File: src/rtl/seg_scan_pkg.sv
// Shared code points and active-high segment decode for the multiplexed 7-segment scanner.
// Segment byte order is {a,b,c,d,e,f,g,dp} with a in bit 7.
package seg_scan_pkg;

   localparam logic [3:0] CODE_ZERO  = 4'h0;
   localparam logic [3:0] CODE_ONE   = 4'h1;
   localparam logic [3:0] CODE_TWO   = 4'h2;
   localparam logic [3:0] CODE_THREE = 4'h3;
   localparam logic [3:0] CODE_FOUR  = 4'h4;
   localparam logic [3:0] CODE_FIVE  = 4'h5;
   localparam logic [3:0] CODE_SIX   = 4'h6;
   localparam logic [3:0] CODE_SEVEN = 4'h7;
   localparam logic [3:0] CODE_EIGHT = 4'h8;
   localparam logic [3:0] CODE_NINE  = 4'h9;
   localparam logic [3:0] CODE_DP    = 4'hA;
   localparam logic [3:0] CODE_BLANK = 4'hB;
   localparam logic [3:0] CODE_MINUS = 4'hC;
   localparam logic [3:0] CODE_D     = 4'hD;
   localparam logic [3:0] CODE_L     = 4'hE;
   localparam logic [3:0] CODE_OFF   = 4'hF;

   localparam logic [7:0] SEG_TABLE [16] = '{
      8'hFC, 8'h60, 8'hDA, 8'hF2, 8'h66, 8'hB6, 8'hBE, 8'hE0,
      8'hFE, 8'hF6, 8'h01, 8'h00, 8'h02, 8'h7A, 8'h1C, 8'h00
   };

   function automatic logic [7:0] seg_decode(input logic [3:0] code);
      return SEG_TABLE[code];
   endfunction

endpackage

File: src/rtl/seg_scan_prescaler.sv
// Digit-slot prescaler: counts 0..SCAN_DIV-1, flags the terminal count and the
// anti-ghost blank window at the start of each slot.
module seg_scan_prescaler #(
   parameter int SCAN_DIV  = 50000,
   parameter int BLANK_CYC = 16
) (
   input  logic clk,
   input  logic reset,
   output logic tick,
   output logic in_blank
);

   localparam int CW = (SCAN_DIV > 1) ? $clog2(SCAN_DIV) : 1;
   localparam logic [CW-1:0] CNT_LAST = CW'(SCAN_DIV - 1);

   logic [CW-1:0] cnt_q, cnt_d;

   assign tick = (cnt_q == CNT_LAST);

   always_comb begin
      cnt_d = tick ? '0 : cnt_q + 1'b1;
   end

   always_ff @(posedge clk or negedge reset) begin
      if (!reset) cnt_q <= '0;
      else        cnt_q <= cnt_d;
   end

   generate
      if (BLANK_CYC == 0) begin : g_no_blank
         assign in_blank = 1'b0;
      end else begin : g_blank
         localparam logic [CW-1:0] BLANK_LIM = CW'(BLANK_CYC);
         assign in_blank = (cnt_q < BLANK_LIM);
      end
   endgenerate

endmodule

File: src/rtl/seg_scan_ctrl.sv
// Multiplexed 7-segment scanner: digit index, per-frame input shadow, leading-zero
// suppression and registered select/segment drive. Optional blink via SEG_BLINK_EN.
module seg_scan_ctrl
   import seg_scan_pkg::*;
#(
   parameter int DIGITS     = 8,
   parameter int SCAN_DIV   = 50000,
   parameter int BLANK_CYC  = 16,
   parameter int SEL_ACT_HI = 1,
   parameter int SEG_ACT_HI = 1
`ifdef SEG_BLINK_EN
   , parameter int BLINK_FRAMES = 64
`endif
) (
   input  logic                  clk,
   input  logic                  reset,
   input  logic [4*DIGITS-1:0]   disp_data,
   input  logic [DIGITS-1:0]     dp_mask,
   input  logic [DIGITS-1:0]     digit_en,
   input  logic                  lz_suppress,
`ifdef SEG_BLINK_EN
   input  logic [DIGITS-1:0]     blink_mask,
`endif
   output logic [DIGITS-1:0]     sel,
   output logic [7:0]            seg,
   output logic                  frame_done
);

   localparam int IW = (DIGITS > 1) ? $clog2(DIGITS) : 1;
   localparam logic [IW-1:0]     IDX_LAST = IW'(DIGITS - 1);
   localparam logic [DIGITS-1:0] SEL_IDLE = (SEL_ACT_HI != 0) ? '0 : '1;
   localparam logic [7:0]        SEG_IDLE = (SEG_ACT_HI != 0) ? 8'h00 : 8'hFF;

   logic tick, in_blank, last_slot, load, blink_blank;
   logic first_q;
   logic [IW-1:0]         idx_q, idx_d;
   logic [4*DIGITS-1:0]   sh_data_q, sh_data_d;
   logic [DIGITS-1:0]     sh_dp_q, sh_dp_d, sh_en_q, sh_en_d;
   logic [DIGITS-1:0]     lz_blank, sel_raw, sel_d, sel_q;
   logic [7:0]            seg_raw, seg_d, seg_q;
   logic [3:0]            cur_code;

   seg_scan_prescaler #(.SCAN_DIV(SCAN_DIV), .BLANK_CYC(BLANK_CYC)) u_presc (
      .clk      (clk),
      .reset    (reset),
      .tick     (tick),
      .in_blank (in_blank)
   );

   assign last_slot  = (idx_q == IDX_LAST);
   assign frame_done = tick & last_slot;
   // first_q makes the very first clock after reset capture the inputs
   assign load       = first_q | frame_done;

   always_comb begin
      idx_d     = idx_q;
      sh_data_d = sh_data_q;
      sh_dp_d   = sh_dp_q;
      sh_en_d   = sh_en_q;
      if (tick) idx_d = last_slot ? '0 : idx_q + 1'b1;
      if (load) begin
         sh_data_d = disp_data;
         sh_dp_d   = dp_mask;
         sh_en_d   = digit_en;
      end
   end

   always_ff @(posedge clk or negedge reset) begin
      if (!reset) begin
         first_q   <= 1'b1;
         idx_q     <= '0;
         sh_data_q <= '0;
         sh_dp_q   <= '0;
         sh_en_q   <= '0;
      end else begin
         first_q   <= 1'b0;
         idx_q     <= idx_d;
         sh_data_q <= sh_data_d;
         sh_dp_q   <= sh_dp_d;
         sh_en_q   <= sh_en_d;
      end
   end

`ifdef SEG_BLINK_EN
   localparam int FW = (BLINK_FRAMES > 1) ? $clog2(BLINK_FRAMES) : 1;
   localparam logic [FW-1:0] FRM_LAST = FW'(BLINK_FRAMES - 1);

   logic [DIGITS-1:0] sh_blink_q, sh_blink_d;
   logic [FW-1:0]     frm_q, frm_d;
   logic              phase_q, phase_d;

   always_comb begin
      sh_blink_d = load ? blink_mask : sh_blink_q;
      frm_d      = frm_q;
      phase_d    = phase_q;
      if (frame_done) begin
         if (frm_q == FRM_LAST) begin
            frm_d   = '0;
            phase_d = ~phase_q;
         end else begin
            frm_d = frm_q + 1'b1;
         end
      end
   end

   always_ff @(posedge clk or negedge reset) begin
      if (!reset) begin
         sh_blink_q <= '0;
         frm_q      <= '0;
         phase_q    <= 1'b0;
      end else begin
         sh_blink_q <= sh_blink_d;
         frm_q      <= frm_d;
         phase_q    <= phase_d;
      end
   end

   assign blink_blank = phase_q & sh_blink_q[idx_q];
`else
   assign blink_blank = 1'b0;
`endif

   // Walk from the most significant digit down; a disabled digit never ends suppression
   always_comb begin
      logic       higher_ok;
      logic [3:0] code_i;
      lz_blank  = '0;
      higher_ok = 1'b1;
      for (int i = DIGITS - 1; i >= 0; i--) begin
         code_i      = sh_data_q[4*i +: 4];
         lz_blank[i] = lz_suppress && (i != 0) && (code_i == CODE_ZERO) && higher_ok;
         higher_ok   = higher_ok && ((code_i == CODE_ZERO) || !sh_en_q[i]);
      end
   end

   always_comb begin
      cur_code = sh_data_q[{idx_q, 2'b00} +: 4];
      sel_raw  = DIGITS'(1) << idx_q;
      seg_raw  = seg_decode(cur_code) | {7'b0, sh_dp_q[idx_q]};
      if (!sh_en_q[idx_q] || lz_blank[idx_q] || blink_blank) seg_raw = 8'h00;
      if (in_blank) begin
         sel_raw = '0;
         seg_raw = 8'h00;
      end
      sel_d = (SEL_ACT_HI != 0) ? sel_raw : ~sel_raw;
      seg_d = (SEG_ACT_HI != 0) ? seg_raw : ~seg_raw;
   end

   always_ff @(posedge clk or negedge reset) begin
      if (!reset) begin
         sel_q <= SEL_IDLE;
         seg_q <= SEG_IDLE;
      end else begin
         sel_q <= sel_d;
         seg_q <= seg_d;
      end
   end

   assign sel = sel_q;
   assign seg = seg_q;

endmodule

File: config.mk
export PLATFORM = sky130hd
export DESIGN_NAME = seg_scan_ctrl
export DESIGN_NICKNAME = d
export VERILOG_FILES = /design/src/rtl/seg_scan_pkg.sv /design/src/rtl/seg_scan_prescaler.sv /design/src/rtl/seg_scan_ctrl.sv
export SDC_FILE = /design/constraint.sdc
export NUM_CORES = 1
export LEC_CHECK = 0
export ABC_AREA = 1
export CORE_MARGIN = 4
export CORE_UTILIZATION = 50
export DETAILED_ROUTE_END_ITERATION = 7
export HOLD_SLACK_MARGIN = 0.08
export PLACE_DENSITY_LB_ADDON = 0.2
export SLEW_MARGIN = 10
export SYNTH_ARGS = -nofsm -noshare
export SYNTH_HDL_FRONTEND = slang
export SYNTH_SLANG_ARGS = --single-unit
File: constraint.sdc
create_clock -name clk -period 6.2 [get_ports clk]
set_clock_uncertainty 0.2 [all_clocks]
set_input_delay 1.24 -clock clk [delete_from_list [all_inputs] [get_ports clk]]
set_output_delay 1.24 -clock clk [all_outputs]
set_load 0.05 [all_outputs]
==> results of run 1 <==
-- per-stage QoR --
step | worst slack [ns] | util, % | total power [mW]
floorplan | 3.14 | - | 0.720
global placement | 2.32 | 58.6 | 0.794
detailed placement | 2.28 | 58.6 | 0.799
CTS | 1.88 | 60.9 | 1.19
global route | 1.66 | 60.9 | 1.24
finish | 1.89 | 60.9 | 1.18
-- final cells by class --
cell class,count,share of cell area [%]
multi-input combinational,419,37.5
clock buffer,11,2.66
inverter,54,3.82
timing repair buffer,68,12.7
tap,108,2.54
sequential,84,39.6
clock inverter,5,1.15
-- metal layers --
| layer | vias up | track usage, % | part of all wire, % |
|---|---|---|---|
| met2 | 100 | 33.3 | 47 |
| li1 | 1958 | - | - |
| met1 | 1793 | 28.2 | 46 |
| met4 | 0 | 7.37 | 1.3 |
| met3 | 12 | 3.18 | 6.2 |
| met5 | - | 0 | 0 |
-- cells by family after synthesis --
kind of cell,count (synthesis)
other,1
adders and majority gates,12
AOI/OAI and AO/OA,49
xor gates and xnor gates,4
and+or+nand+nor,353
buffers and inverters,77
DFF,84
-- registers in the layout (all words and copies together), names as in the netlist --
name / cells
idx_q: 3
sh_en_q: 8
seg: 8
sh_dp_q: 8
u_presc.cnt_q: 16
sh_data_q: 32
first_q: 1
sel: 8
-- synthesized netlist by cell type --
library cell / n / area [um2]
nand2_1: 192 / 721
dfrtp_1: 83 / 2080
nand3_1: 80 / 400
nor2_1: 52 / 195
inv_1: 47 / 176
o21ai_0: 18 / 90.1
o21ai_1: 17 / 85.1
ha_1: 12 / 150
nor3_1: 11 / 55.1
a21oi_1: 9 / 45.0
buf_2: 7 / 35.0
buf_6: 6 / 67.6
nand4_1: 6 / 37.5
clkbuf_1: 5 / 18.8
inv_2: 5 / 18.8
buf_4: 4 / 30.0
o22ai_1: 3 / 18.8
xor2_1: 3 / 26.3
clkinv_1: 2 / 7.51
nand2_2: 2 / 12.5
nor4_1: 2 / 12.5
o211ai_1: 2 / 15.0
buf_8: 1 / 15.0
conb_1: 1 / 3.75
dfstp_2: 1 / 26.3
nand2_4: 1 / 11.3
nand2_8: 1 / 20.0
nand3_2: 1 / 10.0
nand4_2: 1 / 12.5
nand4_4: 1 / 21.3
nor2_4: 1 / 11.3
nor2_8: 1 / 20.0
nor3_2: 1 / 10.0
xnor2_1: 1 / 8.76
-- power by group --
group / leakage, nW / switching, mW / internal, mW
clock: 0.0918 / 0.198 / 0.198
sequential: 1.06 / 0.0245 / 0.582
combinational: 1.54 / 0.106 / 0.0754
-- worst max path at each step --
stage,to,slack (ns),cells past startpoint,start
after floorplan,frame_done,3.14,5,u_presc.cnt_q[4]
after global placement,frame_done,2.32,5,idx_q[0]
after detailed placement,frame_done,2.28,5,idx_q[0]
after CTS,frame_done,1.88,5,idx_q[0]
after global routing,frame_done,1.66,5,idx_q[0]
final,frame_done,1.89,5,idx_q[0]
==> summary.md, run 1 <==
| Metric | Value |
|---|---|
| Synthesis-stage register bit count | `84` |
| Final Max Tran Viols | `0` |
| Reg-to-Reg Start | `idx_q[0]` |
| Clock-pin transition on the worst setup and hold timing paths | `0.08 ns` |
| Diodes inserted | `0` |
| CP max-delay cell | `dfrtp_1` |
| Synth Warn # | `0` |
| Hold Crit Endpoint | `u_presc.cnt_q[0]` |
| CP Cell Sequence | `ha_1 -> ha_1 -> inv_1 -> nor2_1 -> clkdlybuf4s50_1` |
| Ports | `68` |
| WP data required | `4.76 ns` |
| Postcts setup bufs | `0` |
| Post-route cell area | `5310 um2` |
| Post-synthesis mux area share | `0%` |
| Non-Filler Instances | `749` |
| Multi-input gate area | `1990 um2` |
| Compound-Gate Fraction of Synth Area | `5.69%` |
| Max incr delay on CP | `0.94 ns` |
| Number of H-tree levels | `3` |
| Most frequent cells in the layout | `nand2_1, dfrtp_1, nand3_1` |
| Slack of the worst reg-to-reg path | `3.25 ns` |
| Mapped cell area | `4470 um2` |
| DP Area | `5110 um2` |
| R2r endpoint | `seg[4]` |
| Layout Nets | `699` |
| CP Max Fanout | `30` |
| Largest net degree at the start of global routing | `85` |
| Max-cap violation count | `0` |
| Global Route Usage Sum | `20.6%` |
| First-pass GRT wire length | `17.2 mm` |
| Most common cell after layout, fill and taps aside | `nand2_1` |
| Global route total overflow | `0` |
| Worst IR drop on VDD | `0.129 mV` |
| Avg WL per Cell | `13.7 um` |
| Relative slew slack | `31.7%` |
| Vias in the first global route | `3715` |
| Placed Cells | `733` |
| Die Y | `103 um` |
| Pre-Repair DR Iteration Count | `4` |
| Synth Area in Adders | `3.36%` |
| Worst EP arrival | `2.87 ns` |
| TritonCTS clock tree | `done` |
| Full die area | `10500 um2` |
| Setup tns final | `0 ns` |
| Combinational family with the most area after synthesis | `simple AND/OR/NAND/NOR gates` |
| RSZ-0062 raised after global routing | `false` |
| Port Buffers | `67` |
| Status | `finished, final reports clean` |
| DP Wirelength | `7.30 mm` |
| Lkg Pwr | `2.69 nW` |
| Power per cell area | `223 nW/um2` |
| Crit. End Element | `output port` |
| Simple-gate share of the synthesized area | `34.7%` |
| Resize count post-CTS | `0` |
| Min-Delay Path Class | `register to register` |
| CTS Sinks | `84` |
| Cells after synthesis | `580` |
| Routed wire length | `10.3 mm` |
| Vias/cell | `5.16` |
| Hold Crit Depth | `1` |
| Die Span X | `103 um` |
| Final min period | `4.31 ns` |
| Vias | `3863` |
| Worst Reg-to-Reg Cells | `10` |
| Initial core utilization | `51.2%` |
| Area share of xor/xnor cells in the synthesized design | `0.785%` |
| Routed Antenna Nets | `0` |
| WP buf/inv | `2` |
| Reg area | `2100 um2` |
| Hold Slack | `0.264 ns` |
| # DRC | `0` |
| DRT iter0 DRCs | `235` |
| Core area | `8720 um2` |
| Fmax | `0.232 GHz` |
| Distinct cells, synth | `34` |
| Register area share after synthesis | `47.1%` |
| Setup crit start kind | `register` |
| Site row count | `34` |
| Clock Path Buffers | `2` |
| Root Buffer | `clkbuf_8` |
| Fill cells | `822` |
| Final setup fails | `0` |
| CTS buffer count | `9` |
| Synth Net Count | `643` |
| Initial antenna violation count | `0` |
| Clk_lat worst skew | `0.35 ns` |
| Hold-fix buffers, CTS | `0` |
| Worst setup path class | `register to output port` |
| Share of cells above drive strength 1 | `5.15%` |
| Fin. Hold Viols | `0` |
| Area Growth Syn to Fin | `19.0%` |
| Actual slew at the worst max-slew pin | `1.02 ns` |
| RD Place Congestion | `0.926` |
| Final period utilization | `69.5%` |
| Crit-path leading delay family | `flip-flops` |
| Syn Area/Cell | `7.70 um2` |
| Most common cell on crit path | `ha_1` |
| HP Start | `u_presc.cnt_q[0]` |
(Power assumes the default switching activity.)
==> run 2: changes to the inputs <==
Settings changed: CORE_UTILIZATION 50 to 49.
Clock period 6.2 ns to 3.6 ns, I/O delays scaled along.
==> run 2 against run 1 <==
Total power is 76% higher. Global-route usage is 0.58 points lower. First-iteration DRC count is 2.6% lower. Non-clock buffer count is 1 higher. Utilization is 0.39 points lower. Final area is 0.33% higher. Die area is 1.9% higher. Routed wire length is 0.82% higher. Combinational power is 71% higher. Worst setup slack worse by 1.3 ns.
==> summary.md, run 2 (synthesis gave the netlist of run 1 again) <==
| Metric | Value |
|---|---|
| Status | `finished, final reports clean` |
| Biggest registers after layout | `sh_data_q x32, u_presc.cnt_q x16` |
| CP max-delay cell | `dfrtp_1` |
| Final setup fails | `0 (unchanged)` |
| Setup crit start kind | `register` |
| Max incr delay on CP | `0.80 ns (-0.14 ns)` |
| Clock-pin transition on the worst setup and hold timing paths | `0.08 ns (about the same)` |
| Largest reg by FF count | `sh_data_q` |
| Actual slew at the worst max-slew pin | `1.03 ns (+0.00559 ns)` |
| Highest Signal Layer | `met4` |
| Clk_lat worst skew | `0.35 ns (about the same)` |
| Worst setup path class | `register to output port` |
| Lkg Pwr | `2.71 nW (+0.98%)` |
| Root Buffer | `clkbuf_8` |
| Final min period | `3.05 ns` |
| Number of H-tree levels | `3 (unchanged)` |
| WL met3 | `663 um (+4.9%)` |
| Max-cap violation count | `0 (unchanged)` |
| Area Growth Syn to Fin | `19.4%` |
| Global Route Usage Sum | `20.0% (-0.58 points)` |
| RSZ-0062 raised after global routing | `false` |
| Largest net degree at the start of global routing | `85 (unchanged)` |
| Fin. Hold Viols | `0 (unchanged)` |
| CTS Sinks | `84 (unchanged)` |
| CP Cell Sequence | `ha_1 -> ha_1 -> inv_1 -> nor2_1 -> buf_4` |
| Vias/cell | `5.23 (+1.3%)` |
| Pre-Repair DR Iteration Count | `5 (+1)` |
| Ports | `68 (unchanged)` |
| DP Wirelength | `7.35 mm (+0.75%)` |
| Vias in the first global route | `3543 (-4.6%)` |
| Port Buffers | `67 (unchanged)` |
| Hold-fix buffers, CTS | `0 (unchanged)` |
| Fmax | `0.328 GHz` |
| Power Total | `2.09 mW (+76%)` |
| DRT iter0 DRCs | `229 (-2.6%)` |
| Most common cell on crit path | `ha_1` |
| Most common cell after layout, fill and taps aside | `nand2_1` |
| Met2 wire len | `4.82 mm (about the same)` |
| Avg WL per Cell | `13.8 um (+0.68%)` |
| Full die area | `10700 um2 (+1.9%)` |
| Max reg flops | `32 (unchanged)` |
| Postcts setup bufs | `0 (unchanged)` |
| Worst IR drop on VDD | `0.241 mV (+86%)` |
| Power per cell area | `391 nW/um2 (+76%)` |
| Layout Nets | `700 (+0.14%)` |
| Setup tns final | `0 ns (unchanged)` |
| First-pass GRT wire length | `16.6 mm (-3.2%)` |
| Share of cells above drive strength 1 | `5.45% (+0.30 points)` |
| Most frequent cells in the layout | `nand2_1, dfrtp_1, nand3_1` |
| Worst EP arrival | `2.13 ns (-0.74 ns)` |
| Die Y | `103 um (+0.94%)` |
| Core area | `8810 um2 (+0.98%)` |
| Site row count | `34 (unchanged)` |
| Global route total overflow | `0 (unchanged)` |
| Die Span X | `103 um (+0.94%)` |
| CP Max Fanout | `22 (-27%)` |
| TritonCTS clock tree | `done` |
| DRT met1 WL | `4.65 mm (-0.62%)` |
| Initial core utilization | `50.7% (-0.49 points)` |
| Diodes inserted | `0 (unchanged)` |
| Clock Path Buffers | `2 (unchanged)` |
| Routed wire length | `10.3 mm (+0.82%)` |
| Routed Antenna Nets | `0 (unchanged)` |
| Crit. End Element | `output port` |
| RD Place Congestion | `0.897 (-3.2%)` |
| Vias | `3919 (+1.4%)` |
| Final Max Tran Viols | `0 (unchanged)` |
| Relative slew slack | `31.4% (-0.37 points)` |
| Min-Delay Path Class | `register to register` |
| Initial antenna violation count | `0 (unchanged)` |
| WP data required | `2.68 ns (-2.08 ns)` |
| Resize count post-CTS | `0 (unchanged)` |
| # DRC | `0 (unchanged)` |
| CTS buffer count | `9 (unchanged)` |
| Final period utilization | `84.6%` |
## run 2: cell count changes in the layout (fill, tap and decap cells not counted), sizes merged
cell,change
buf,+2
bufinv,+1
clkbuf,-1
clkdlybuf4s50,-1
clkinv,+2
clkinvlp,-3
inv,+1
## run 2: critical path, delay by kind of cell (launching register included)
family	cells	cell delay, ns
buffers and inverters	2	0.32
adder cells (fa/ha/maj)	2	0.52
flip-flops	1	0.80
AND/OR/NAND/NOR	1	0.12
## run 2: layer usage
| layer | track usage [%] | vias up |
|---|---|---|
| met5 | 0 | - |
| met1 | 27.6 | 1795 |
| met2 | 31.1 | 139 |
| met3 | 3.69 | 18 |
| li1 | - | 1967 |
| met4 | 8.17 | 0 |
## run 2: path summary, 6_finish.rpt
check                      cells past startpoint        startpoint  slack (ns)               end
max                                            5          idx_q[1]        0.55        frame_done
max reg2reg                                   11          idx_q[1]        1.01            seg[4]
min                                            1  u_presc.cnt_q[0]        0.27  u_presc.cnt_q[0]
min reg2reg                                    1  u_presc.cnt_q[0]        0.27  u_presc.cnt_q[0]
max in group asynchronous                      1             reset        2.20     sh_data_q[24]
min in group asynchronous                      1             reset        0.34            seg[6]
## run 2: layout make-up
class	instances	area [um2]
Sequential cell	84	2100
Clock inverter	6	87.6
Multi-Input combinational cell	419	1990
Inverter	54	203
Tap cell	108	135
Timing Repair Buffer	69	681
Clock buffer	10	128
Fill cell	834	3480
## run 2: power by group
group	switching, mW	leakage [nW]	internal [mW]
Clock	0.339	0.111	0.392
Sequential	0.0412	1.06	1.00
Combinational	0.182	1.55	0.130
Total	0.562	2.71	1.52
## run 2: metrics by stage
step           hold slack, ns  instances  utilization, %  setup slack, ns  cell area (um2)
2_1_floorplan           0.224        580               -             1.06             4470
6_report                0.266        750            60.5            0.555             5330
5_1_grt                 0.297        750            60.5            0.445             5330
3_5_place_dp            0.254        734            58.1            0.965             5110
4_1_cts                 0.266        750            60.5            0.557             5330
3_3_place_gp            0.247        734            58.1            0.994             5110
